`config.mk`:
```
export PLATFORM = sky130hd
export DESIGN_NAME = bster_cmd_arbiter_flat
export DESIGN_NICKNAME = d
export VERILOG_FILES = /design/src/rtl/bster_cmd_arbiter_if.sv /design/src/rtl/bster_cmd_arbiter.sv /design/src/flat_wrapper.sv
export SDC_FILE = /design/constraint.sdc
export NUM_CORES = 1
export LEC_CHECK = 0
export ABC_AREA = 1
export BUFFER_PORTS_ARGS = -buffer_cell sky130_fd_sc_hd__clkbuf_2
export CAP_MARGIN = 20
export CORE_AREA = 4 4 507 509
export CTS_BUF_LIST = sky130_fd_sc_hd__clkbuf_8
export DETAILED_ROUTE_END_ITERATION = 12
export DIE_AREA = 0 0 511 513
export SLEW_MARGIN = 20
export SYNTH_ARGS = -nofsm -noshare
export SYNTH_HDL_FRONTEND = slang
export SYNTH_SLANG_ARGS = --single-unit
```
`constraint.sdc`:
```
create_clock -name aclk -period 5.4 [get_ports aclk]
set_input_delay 0.54 -clock aclk [delete_from_list [all_inputs] [get_ports aclk]]
set_output_delay 0.54 -clock aclk [all_outputs]
set_load 0.02 [all_outputs]
```
`src/rtl/bster_cmd_arbiter_if.sv`:
```
`default_nettype none
// +--------------------------------------------------------------------------+
// | Module   : bster_cmd_arbiter_if                                          |
// | Brief    : Stream bundle for the bster command arbiter: per-channel      |
// |            command/completion ports, engine-side ports and status.       |
// | Revision : 1.0 - initial release                                         |
// +--------------------------------------------------------------------------+
interface bster_cmd_arbiter_if #(
   parameter int NB_CHANNELS = 4,
   parameter int AXI4S_WIDTH = 128,
   parameter int OUTSTANDING = 8,
   parameter int CH_W        = $clog2(NB_CHANNELS)
);
   localparam int CNT_W = $clog2(OUTSTANDING + 1);

   // client command side
   logic [NB_CHANNELS-1:0]             s_cmd_tvalid;
   logic [NB_CHANNELS-1:0]             s_cmd_tready;
   logic [NB_CHANNELS*AXI4S_WIDTH-1:0] s_cmd_tdata;
   // client completion side
   logic [NB_CHANNELS-1:0]             s_cpl_tvalid;
   logic [NB_CHANNELS-1:0]             s_cpl_tready;
   logic [NB_CHANNELS*AXI4S_WIDTH-1:0] s_cpl_tdata;
   // engine command side
   logic                               m_cmd_tvalid;
   logic                               m_cmd_tready;
   logic [AXI4S_WIDTH-1:0]             m_cmd_tdata;
   logic [CH_W-1:0]                    m_cmd_tid;
   // engine completion side
   logic                               m_cpl_tvalid;
   logic                               m_cpl_tready;
   logic [AXI4S_WIDTH-1:0]             m_cpl_tdata;
   // status
   logic [CNT_W-1:0]                   outstanding;
   logic                               err_unexpected_cpl;

   // arbiter view
   modport slave (
      input  s_cmd_tvalid, s_cmd_tdata, s_cpl_tready,
      input  m_cmd_tready, m_cpl_tvalid, m_cpl_tdata,
      output s_cmd_tready, s_cpl_tvalid, s_cpl_tdata,
      output m_cmd_tvalid, m_cmd_tdata, m_cmd_tid, m_cpl_tready,
      output outstanding, err_unexpected_cpl
   );

   // environment view (clients plus engine)
   modport master (
      output s_cmd_tvalid, s_cmd_tdata, s_cpl_tready,
      output m_cmd_tready, m_cpl_tvalid, m_cpl_tdata,
      input  s_cmd_tready, s_cpl_tvalid, s_cpl_tdata,
      input  m_cmd_tvalid, m_cmd_tdata, m_cmd_tid, m_cpl_tready,
      input  outstanding, err_unexpected_cpl
   );
endinterface
`default_nettype wire

```
`src/rtl/bster_cmd_arbiter.sv`:
```
`default_nettype none
// +--------------------------------------------------------------------------+
// | Module   : bster_cmd_arbiter                                             |
// | Brief    : Round-robin arbiter of NB_CHANNELS command streams into the   |
// |            engine, with an in-order tag FIFO routing completions back.   |
// |            Interface parameters must match the module parameters.        |
// | Revision : 1.0 - initial release                                         |
// +--------------------------------------------------------------------------+
module bster_cmd_arbiter #(
   parameter int NB_CHANNELS = 4,
   parameter int AXI4S_WIDTH = 128,
   parameter int OUTSTANDING = 8,
   parameter int CH_W        = $clog2(NB_CHANNELS)
) (
   input  logic               aclk,
   input  logic               areset,
   bster_cmd_arbiter_if.slave bus
);
   localparam int                AW       = $clog2(OUTSTANDING);
   localparam int                CNT_W    = $clog2(OUTSTANDING + 1);
   localparam logic [CNT_W-1:0]  FULL_CNT = CNT_W'(OUTSTANDING);
   localparam logic [CH_W-1:0]   LAST_CH  = CH_W'(NB_CHANNELS - 1);

   // output register towards the engine
   logic                   cmd_valid;
   logic [AXI4S_WIDTH-1:0] cmd_data;
   logic [CH_W-1:0]        cmd_tid;
   // round-robin pointer
   logic [CH_W-1:0]        rr_ptr;
   // tag FIFO
   logic [CH_W-1:0]        tag_mem [OUTSTANDING];
   logic [AW-1:0]          wr_ptr;
   logic [AW-1:0]          rd_ptr;
   logic [CNT_W-1:0]       count;
   logic                   err_q;

   logic                   hi_found, lo_found;
   logic [CH_W-1:0]        hi_ch, lo_ch, grant_ch;
   logic                   grant;
   logic [AXI4S_WIDTH-1:0] sel_data;
   logic [CH_W-1:0]        head;
   logic                   fifo_empty;
   logic                   head_ready;
   logic                   pop;

   // Round-robin pick: lowest requester at or above the pointer, else lowest overall
   always_comb begin
      hi_found = 1'b0;
      lo_found = 1'b0;
      hi_ch    = '0;
      lo_ch    = '0;
      for (int c = NB_CHANNELS - 1; c >= 0; c--) begin
         if (bus.s_cmd_tvalid[c]) begin
            lo_found = 1'b1;
            lo_ch    = CH_W'(c);
            if (CH_W'(c) >= rr_ptr) begin
               hi_found = 1'b1;
               hi_ch    = CH_W'(c);
            end
         end
      end
      grant_ch = hi_found ? hi_ch : lo_ch;
      // a pop in this cycle does not free a slot, hence the plain count compare
      grant    = !areset && lo_found && (!cmd_valid || bus.m_cmd_tready) && (count < FULL_CNT);
   end

   // Ready to the granted channel only, and select its payload
   always_comb begin
      bus.s_cmd_tready = '0;
      sel_data         = '0;
      for (int c = 0; c < NB_CHANNELS; c++) begin
         if (grant_ch == CH_W'(c)) begin
            bus.s_cmd_tready[c] = grant;
            sel_data            = bus.s_cmd_tdata[c*AXI4S_WIDTH +: AXI4S_WIDTH];
         end
      end
   end

   // Output register: load on grant, drop valid after a handshake with no new grant
   always_ff @(posedge aclk) begin
      if (areset) begin
         cmd_valid <= 1'b0;
         cmd_data  <= '0;
         cmd_tid   <= '0;
      end else if (grant) begin
         cmd_valid <= 1'b1;
         cmd_data  <= sel_data;
         cmd_tid   <= grant_ch;
      end else if (bus.m_cmd_tready) begin
         cmd_valid <= 1'b0;
      end
   end

   // Pointer moves just past the granted channel
   always_ff @(posedge aclk) begin
      if (areset) begin
         rr_ptr <= '0;
      end else if (grant) begin
         rr_ptr <= (grant_ch == LAST_CH) ? '0 : grant_ch + CH_W'(1);
      end
   end

   assign fifo_empty = (count == '0);
   assign head       = tag_mem[rd_ptr];

   // Completion routing to the head tag; an empty FIFO swallows the beat
   always_comb begin
      bus.s_cpl_tvalid = '0;
      head_ready       = 1'b0;
      for (int c = 0; c < NB_CHANNELS; c++) begin
         if (head == CH_W'(c)) begin
            bus.s_cpl_tvalid[c] = bus.m_cpl_tvalid && !fifo_empty;
            head_ready          = bus.s_cpl_tready[c];
         end
      end
      bus.m_cpl_tready = fifo_empty || head_ready;
      pop              = !fifo_empty && bus.m_cpl_tvalid && head_ready;
   end

   assign bus.s_cpl_tdata = {NB_CHANNELS{bus.m_cpl_tdata}};

   // Tag storage; contents need no reset because the pointers define validity
   always_ff @(posedge aclk) begin
      if (grant) begin
         tag_mem[wr_ptr] <= grant_ch;
      end
   end

   // Tag FIFO pointers and occupancy
   always_ff @(posedge aclk) begin
      if (areset) begin
         wr_ptr <= '0;
         rd_ptr <= '0;
         count  <= '0;
      end else begin
         if (grant) wr_ptr <= wr_ptr + AW'(1);
         if (pop)   rd_ptr <= rd_ptr + AW'(1);
         if (grant && !pop)      count <= count + CNT_W'(1);
         else if (!grant && pop) count <= count - CNT_W'(1);
      end
   end

   // One-cycle flag for each completion beat that had no outstanding tag
   always_ff @(posedge aclk) begin
      if (areset) begin
         err_q <= 1'b0;
      end else begin
         err_q <= fifo_empty && bus.m_cpl_tvalid;
      end
   end

   assign bus.m_cmd_tvalid       = cmd_valid;
   assign bus.m_cmd_tdata        = cmd_data;
   assign bus.m_cmd_tid          = cmd_tid;
   assign bus.outstanding        = count;
   assign bus.err_unexpected_cpl = err_q;
endmodule
`default_nettype wire
```
`src/flat_wrapper.sv`:
```
// flat-port wrapper written by rule: the top's interface ports become plain ports
module bster_cmd_arbiter_flat 
#(
   parameter int NB_CHANNELS = 4,
   parameter int AXI4S_WIDTH = 128,
   parameter int OUTSTANDING = 8,
   parameter int CH_W        = $clog2(NB_CHANNELS)
)
  (aclk, areset, bus_s_cmd_tvalid, bus_s_cmd_tdata, bus_s_cpl_tready, bus_m_cmd_tready, bus_m_cpl_tvalid, bus_m_cpl_tdata, bus_s_cmd_tready, bus_s_cpl_tvalid, bus_s_cpl_tdata, bus_m_cmd_tvalid, bus_m_cmd_tdata, bus_m_cmd_tid, bus_m_cpl_tready, bus_outstanding, bus_err_unexpected_cpl);
  bster_cmd_arbiter_if #(.NB_CHANNELS(NB_CHANNELS), .AXI4S_WIDTH(AXI4S_WIDTH), .OUTSTANDING(OUTSTANDING), .CH_W(CH_W)) bus_i ();
  input  logic aclk;
  input  logic areset;
  input wire logic [$bits(bus_i.s_cmd_tvalid)-1:0] bus_s_cmd_tvalid;
  input wire logic [$bits(bus_i.s_cmd_tdata)-1:0] bus_s_cmd_tdata;
  input wire logic [$bits(bus_i.s_cpl_tready)-1:0] bus_s_cpl_tready;
  input wire logic [$bits(bus_i.m_cmd_tready)-1:0] bus_m_cmd_tready;
  input wire logic [$bits(bus_i.m_cpl_tvalid)-1:0] bus_m_cpl_tvalid;
  input wire logic [$bits(bus_i.m_cpl_tdata)-1:0] bus_m_cpl_tdata;
  output wire logic [$bits(bus_i.s_cmd_tready)-1:0] bus_s_cmd_tready;
  output wire logic [$bits(bus_i.s_cpl_tvalid)-1:0] bus_s_cpl_tvalid;
  output wire logic [$bits(bus_i.s_cpl_tdata)-1:0] bus_s_cpl_tdata;
  output wire logic [$bits(bus_i.m_cmd_tvalid)-1:0] bus_m_cmd_tvalid;
  output wire logic [$bits(bus_i.m_cmd_tdata)-1:0] bus_m_cmd_tdata;
  output wire logic [$bits(bus_i.m_cmd_tid)-1:0] bus_m_cmd_tid;
  output wire logic [$bits(bus_i.m_cpl_tready)-1:0] bus_m_cpl_tready;
  output wire logic [$bits(bus_i.outstanding)-1:0] bus_outstanding;
  output wire logic [$bits(bus_i.err_unexpected_cpl)-1:0] bus_err_unexpected_cpl;
  assign bus_i.s_cmd_tvalid = bus_s_cmd_tvalid;
  assign bus_i.s_cmd_tdata = bus_s_cmd_tdata;
  assign bus_i.s_cpl_tready = bus_s_cpl_tready;
  assign bus_i.m_cmd_tready = bus_m_cmd_tready;
  assign bus_i.m_cpl_tvalid = bus_m_cpl_tvalid;
  assign bus_i.m_cpl_tdata = bus_m_cpl_tdata;
  assign bus_s_cmd_tready = bus_i.s_cmd_tready;
  assign bus_s_cpl_tvalid = bus_i.s_cpl_tvalid;
  assign bus_s_cpl_tdata = bus_i.s_cpl_tdata;
  assign bus_m_cmd_tvalid = bus_i.m_cmd_tvalid;
  assign bus_m_cmd_tdata = bus_i.m_cmd_tdata;
  assign bus_m_cmd_tid = bus_i.m_cmd_tid;
  assign bus_m_cpl_tready = bus_i.m_cpl_tready;
  assign bus_outstanding = bus_i.outstanding;
  assign bus_err_unexpected_cpl = bus_i.err_unexpected_cpl;
  bster_cmd_arbiter #(.NB_CHANNELS(NB_CHANNELS), .AXI4S_WIDTH(AXI4S_WIDTH), .OUTSTANDING(OUTSTANDING), .CH_W(CH_W)) u_core (.aclk(aclk), .areset(areset), .bus(bus_i));
endmodule
```
==> results.sh <==
export IMPL_status="finished, final reports clean"
export IMPL_fin_crit_ns=3.87
export IMPL_grt_max_degree=95
export IMPL_cts_resized=0
export IMPL_path_buf_inv=5
export IMPL_path_class="flop to primary output"
export IMPL_critPathArrivalTime_ns=3.33
export IMPL_rows=185
export IMPL_clock_fmax_mhz=258
export IMPL_cts_buffers=25
export IMPL_grt_pass1_vias=13800
export IMPL_crit_path_start="u_core.rr_ptr[0]"
export IMPL_ys_seq_area_share_pct=24.8
export IMPL_wirelength_mm=177
export IMPL_yosysUniqueCellTypes=30
export IMPL_endpoint_kind="primary output"
export IMPL_utilization_pct=7.07
export IMPL_min_path_type="input port to flop"
export IMPL_hpwl_mm=156
export IMPL_cts_tree="done"
export IMPL_antenna_found_initial=197
export IMPL_synthAdderAreaFrac_pct=0.960
export IMPL_skew_ns=0.0809
export IMPL_startpoint_type="flop"
export IMPL_layout_drive_gt1_share_pct=35.7
export IMPL_syn2layout_area_growth_pct=29.6
export IMPL_slowest_delay_ns=0.50
export IMPL_cpMaxStageDelayCell="ha_4"
export IMPL_clk_pin_slew_ns=0.14
export IMPL_syn_cell_area_mm2=0.0138
export IMPL_tightest_slew_ns=0.984
export IMPL_start_util_pct=5.46
export IMPL_drtIter0Drc=1063
export IMPL_cp_top_family="buffers and inverters"
export IMPL_cellPowerDensity_mw_per_mm2=356
export IMPL_yosys_area_share_simple_pct=10.6
export IMPL_wl_per_cell_um=32.0
export IMPL_yosys_warnings=0
export IMPL_period_share_pct=71.7
export IMPL_grt_setup_unrepaired="no"
export IMPL_nets=2782
export IMPL_netlist_instances=2030
export IMPL_vias=15100
export IMPL_cts_buffer_depth=3
export IMPL_hold_viol=0
export IMPL_final_setup_viol_count=0
export IMPL_synth_compound_area_share_pct=26.5
export IMPL_slew_limit_headroom_pct=34.4
export IMPL_grt_pass1_wl_mm=207
export IMPL_synth_nets=2692
export IMPL_design_area_mm2=0.0179
export IMPL_fin_tns_setup_ns=0
export IMPL_worst_ir_drop_vdd_mv=0.179
export IMPL_min_from="bus_m_cmd_tready"
export IMPL_fillCellCount=30000
export IMPL_avgSynthCellArea_um2=6.81
export IMPL_cap_violations=0
export IMPL_cellLeakagePower_uw=0.00781
export IMPL_grtUsageTotal_pct=12.9
export IMPL_cp_common_cell="inv_1"
export IMPL_drc=0
export IMPL_die_area_mm2=0.262
export IMPL_port_buffers=668
export IMPL_firstDrtPassIters=5
export IMPL_crit_fanout=45
export IMPL_synth_top_family_by_area="buffers and inverters"
export IMPL_grt_overflow=0
export IMPL_cts_sinks=163
export IMPL_synth_mux_area_share_pct=0
export IMPL_io_pins=1309
export IMPL_ys_seq_elements=163
export IMPL_finalPower_uw=6370
export IMPL_clk_latency_ns=0.67
export IMPL_dpl_cell_area_mm2=0.0174
export IMPL_via_per_inst=2.73
export IMPL_r2r_start="u_core.rr_ptr[0]"
export IMPL_path_cells="inv_1 -> o21ai_0 -> inv_1 -> nor2_1 -> nand2_1 -> nand2_1 -> inv_1 -> ha_4 -> inv_6 -> nor2_1 -> clkbuf_2"
export IMPL_ant_nets=0
export IMPL_cts_max_level=4
export IMPL_die_w_um=511
export IMPL_synth_xor_area_share_pct=0.127
export IMPL_place_gp_congestion=0.899
export IMPL_coreArea_mm2=0.253
export IMPL_die_y_um=513
export IMPL_cts_root_buf="clkbuf_8"
export IMPL_drv_slew=0
export IMPL_required_ns=4.86
-- cells by family (layout without fill, tap and decap cells) --
| group | Yosys count | in the layout |
|---|---|---|
| AND/OR/NAND/NOR | 367 | 367 |
| other | 0 | 34 |
| adder cells (fa/ha/maj) | 10 | 10 |
| XOR/XNOR | 2 | 2 |
| AO/OA/AOI/OAI | 666 | 666 |
| buffers and inverters | 822 | 918 |
| flip-flops | 163 | 163 |
-- report_power, final --
group / internal [µW] / leakage [µW] / switching [µW]
clock network: 521 / 0.000225 / 707
logic: 1030 / 0.00623 / 2430
registers: 1490 / 0.00136 / 197
total: 3040 / 0.00781 / 3330
-- cell type report --
type	instances	area, µm²	area share, %
Clock inverter	5	57.6	0.322
Tap cell	3366	4210	23.5
Multi-Input combinational cell	1045	5340	29.8
Sequential cell	163	3420	19.1
Clock buffer	28	385	2.15
Timing Repair Buffer	705	3700	20.7
Antenna cell	34	85.1	0.475
Inverter	180	701	3.91
-- per-stage QoR --
step | worst slack, ns | instances | hold WS [ns]
after floorplan | 2.58 | 2030 | 0.452
after global placement | 1.43 | 5458 | 0.456
after detailed placement | 1.50 | 5458 | 0.467
after CTS | 1.34 | 5492 | 0.0651
after global routing | 1.20 | 5501 | 0.123
final | 1.53 | 5526 | 0.206
-- tightest hold or removal path, cell delays in order --
cell,delay (ns)
clkbuf_2,0.08
nor2_1,0.03
inv_1,0.10
a21oi_1,0.08
-- synthesized netlist by cell type, drive strengths merged --
master  count  share of area [%]
a21oi     269                9.8
buf       573                 30
clkbuf     69                1.9
dfxtp     147                 21
edfxtp     16                3.5
fa          1               0.14
ha          9               0.82
inv       180                4.9
nand2     308                8.5
nand3      23               0.91
nand3b      1              0.054
nand4       1              0.091
nor2       28               0.82
nor3        5               0.18
nor4        1              0.045
o211ai    129                7.0
o21a        2               0.11
o21ai     266                9.6
xor2        2               0.13
-- path summary, 6_finish.rpt --
check | to | slack (ns) | depth (start not counted)
worst max-delay path | bus_s_cmd_tready[2] | 1.53 | 11
worst min-delay path | u_core.bus.m_cmd_tvalid | 0.21 | 4
worst max register to register | u_core.bus.m_cmd_tdata[25] | 1.74 | 17
worst min register to register | u_core.bus.m_cmd_tid[0] | 0.49 | 2
-- repair_timing --
action,CTS,global route
buffers inserted,0,0
endpoints found under the hold margin,1,0
hold buffers,1,0
-- placed cells by master (no fill, tap or decap), types with 3 or more instances in the layout --
cell,n
nor2_1,26
o211ai_1,129
nand2_2,9
clkbuf_2,668
ha_1,6
clkbuf_8,28
inv_1,177
buf_12,6
a21oi_1,268
dfxtp_1,147
nand2_1,299
edfxtp_1,16
o21ai_0,149
ha_4,3
o21ai_1,117
buf_4,30
diode_2,34
nor3_1,5
nand3_1,21
-- routing by layer --
layer  vias up  part of all wire (%)  GRT usage, %
li1       6394                     -             -
met1      6592                    30          11.3
met2      1554                    48          22.3
met3       441                    17          9.91
met4        98                   4.3          4.48
met5         -                  0.48         0.566
-- sequential cells by signal, summed over array words and instances (netlist names), named ones only --
name and cells:
u_core.bus.err_unexpected_cpl 1, u_core.bus.m_cmd_tdata 128, u_core.bus.m_cmd_tid 2, u_core.bus.m_cmd_tvalid 1, u_core.bus.outstanding 4, u_core.rd_ptr 3
u_core.rr_ptr 2, u_core.tag_mem 16, u_core.wr_ptr 3
(Power assumes the default switching activity.)
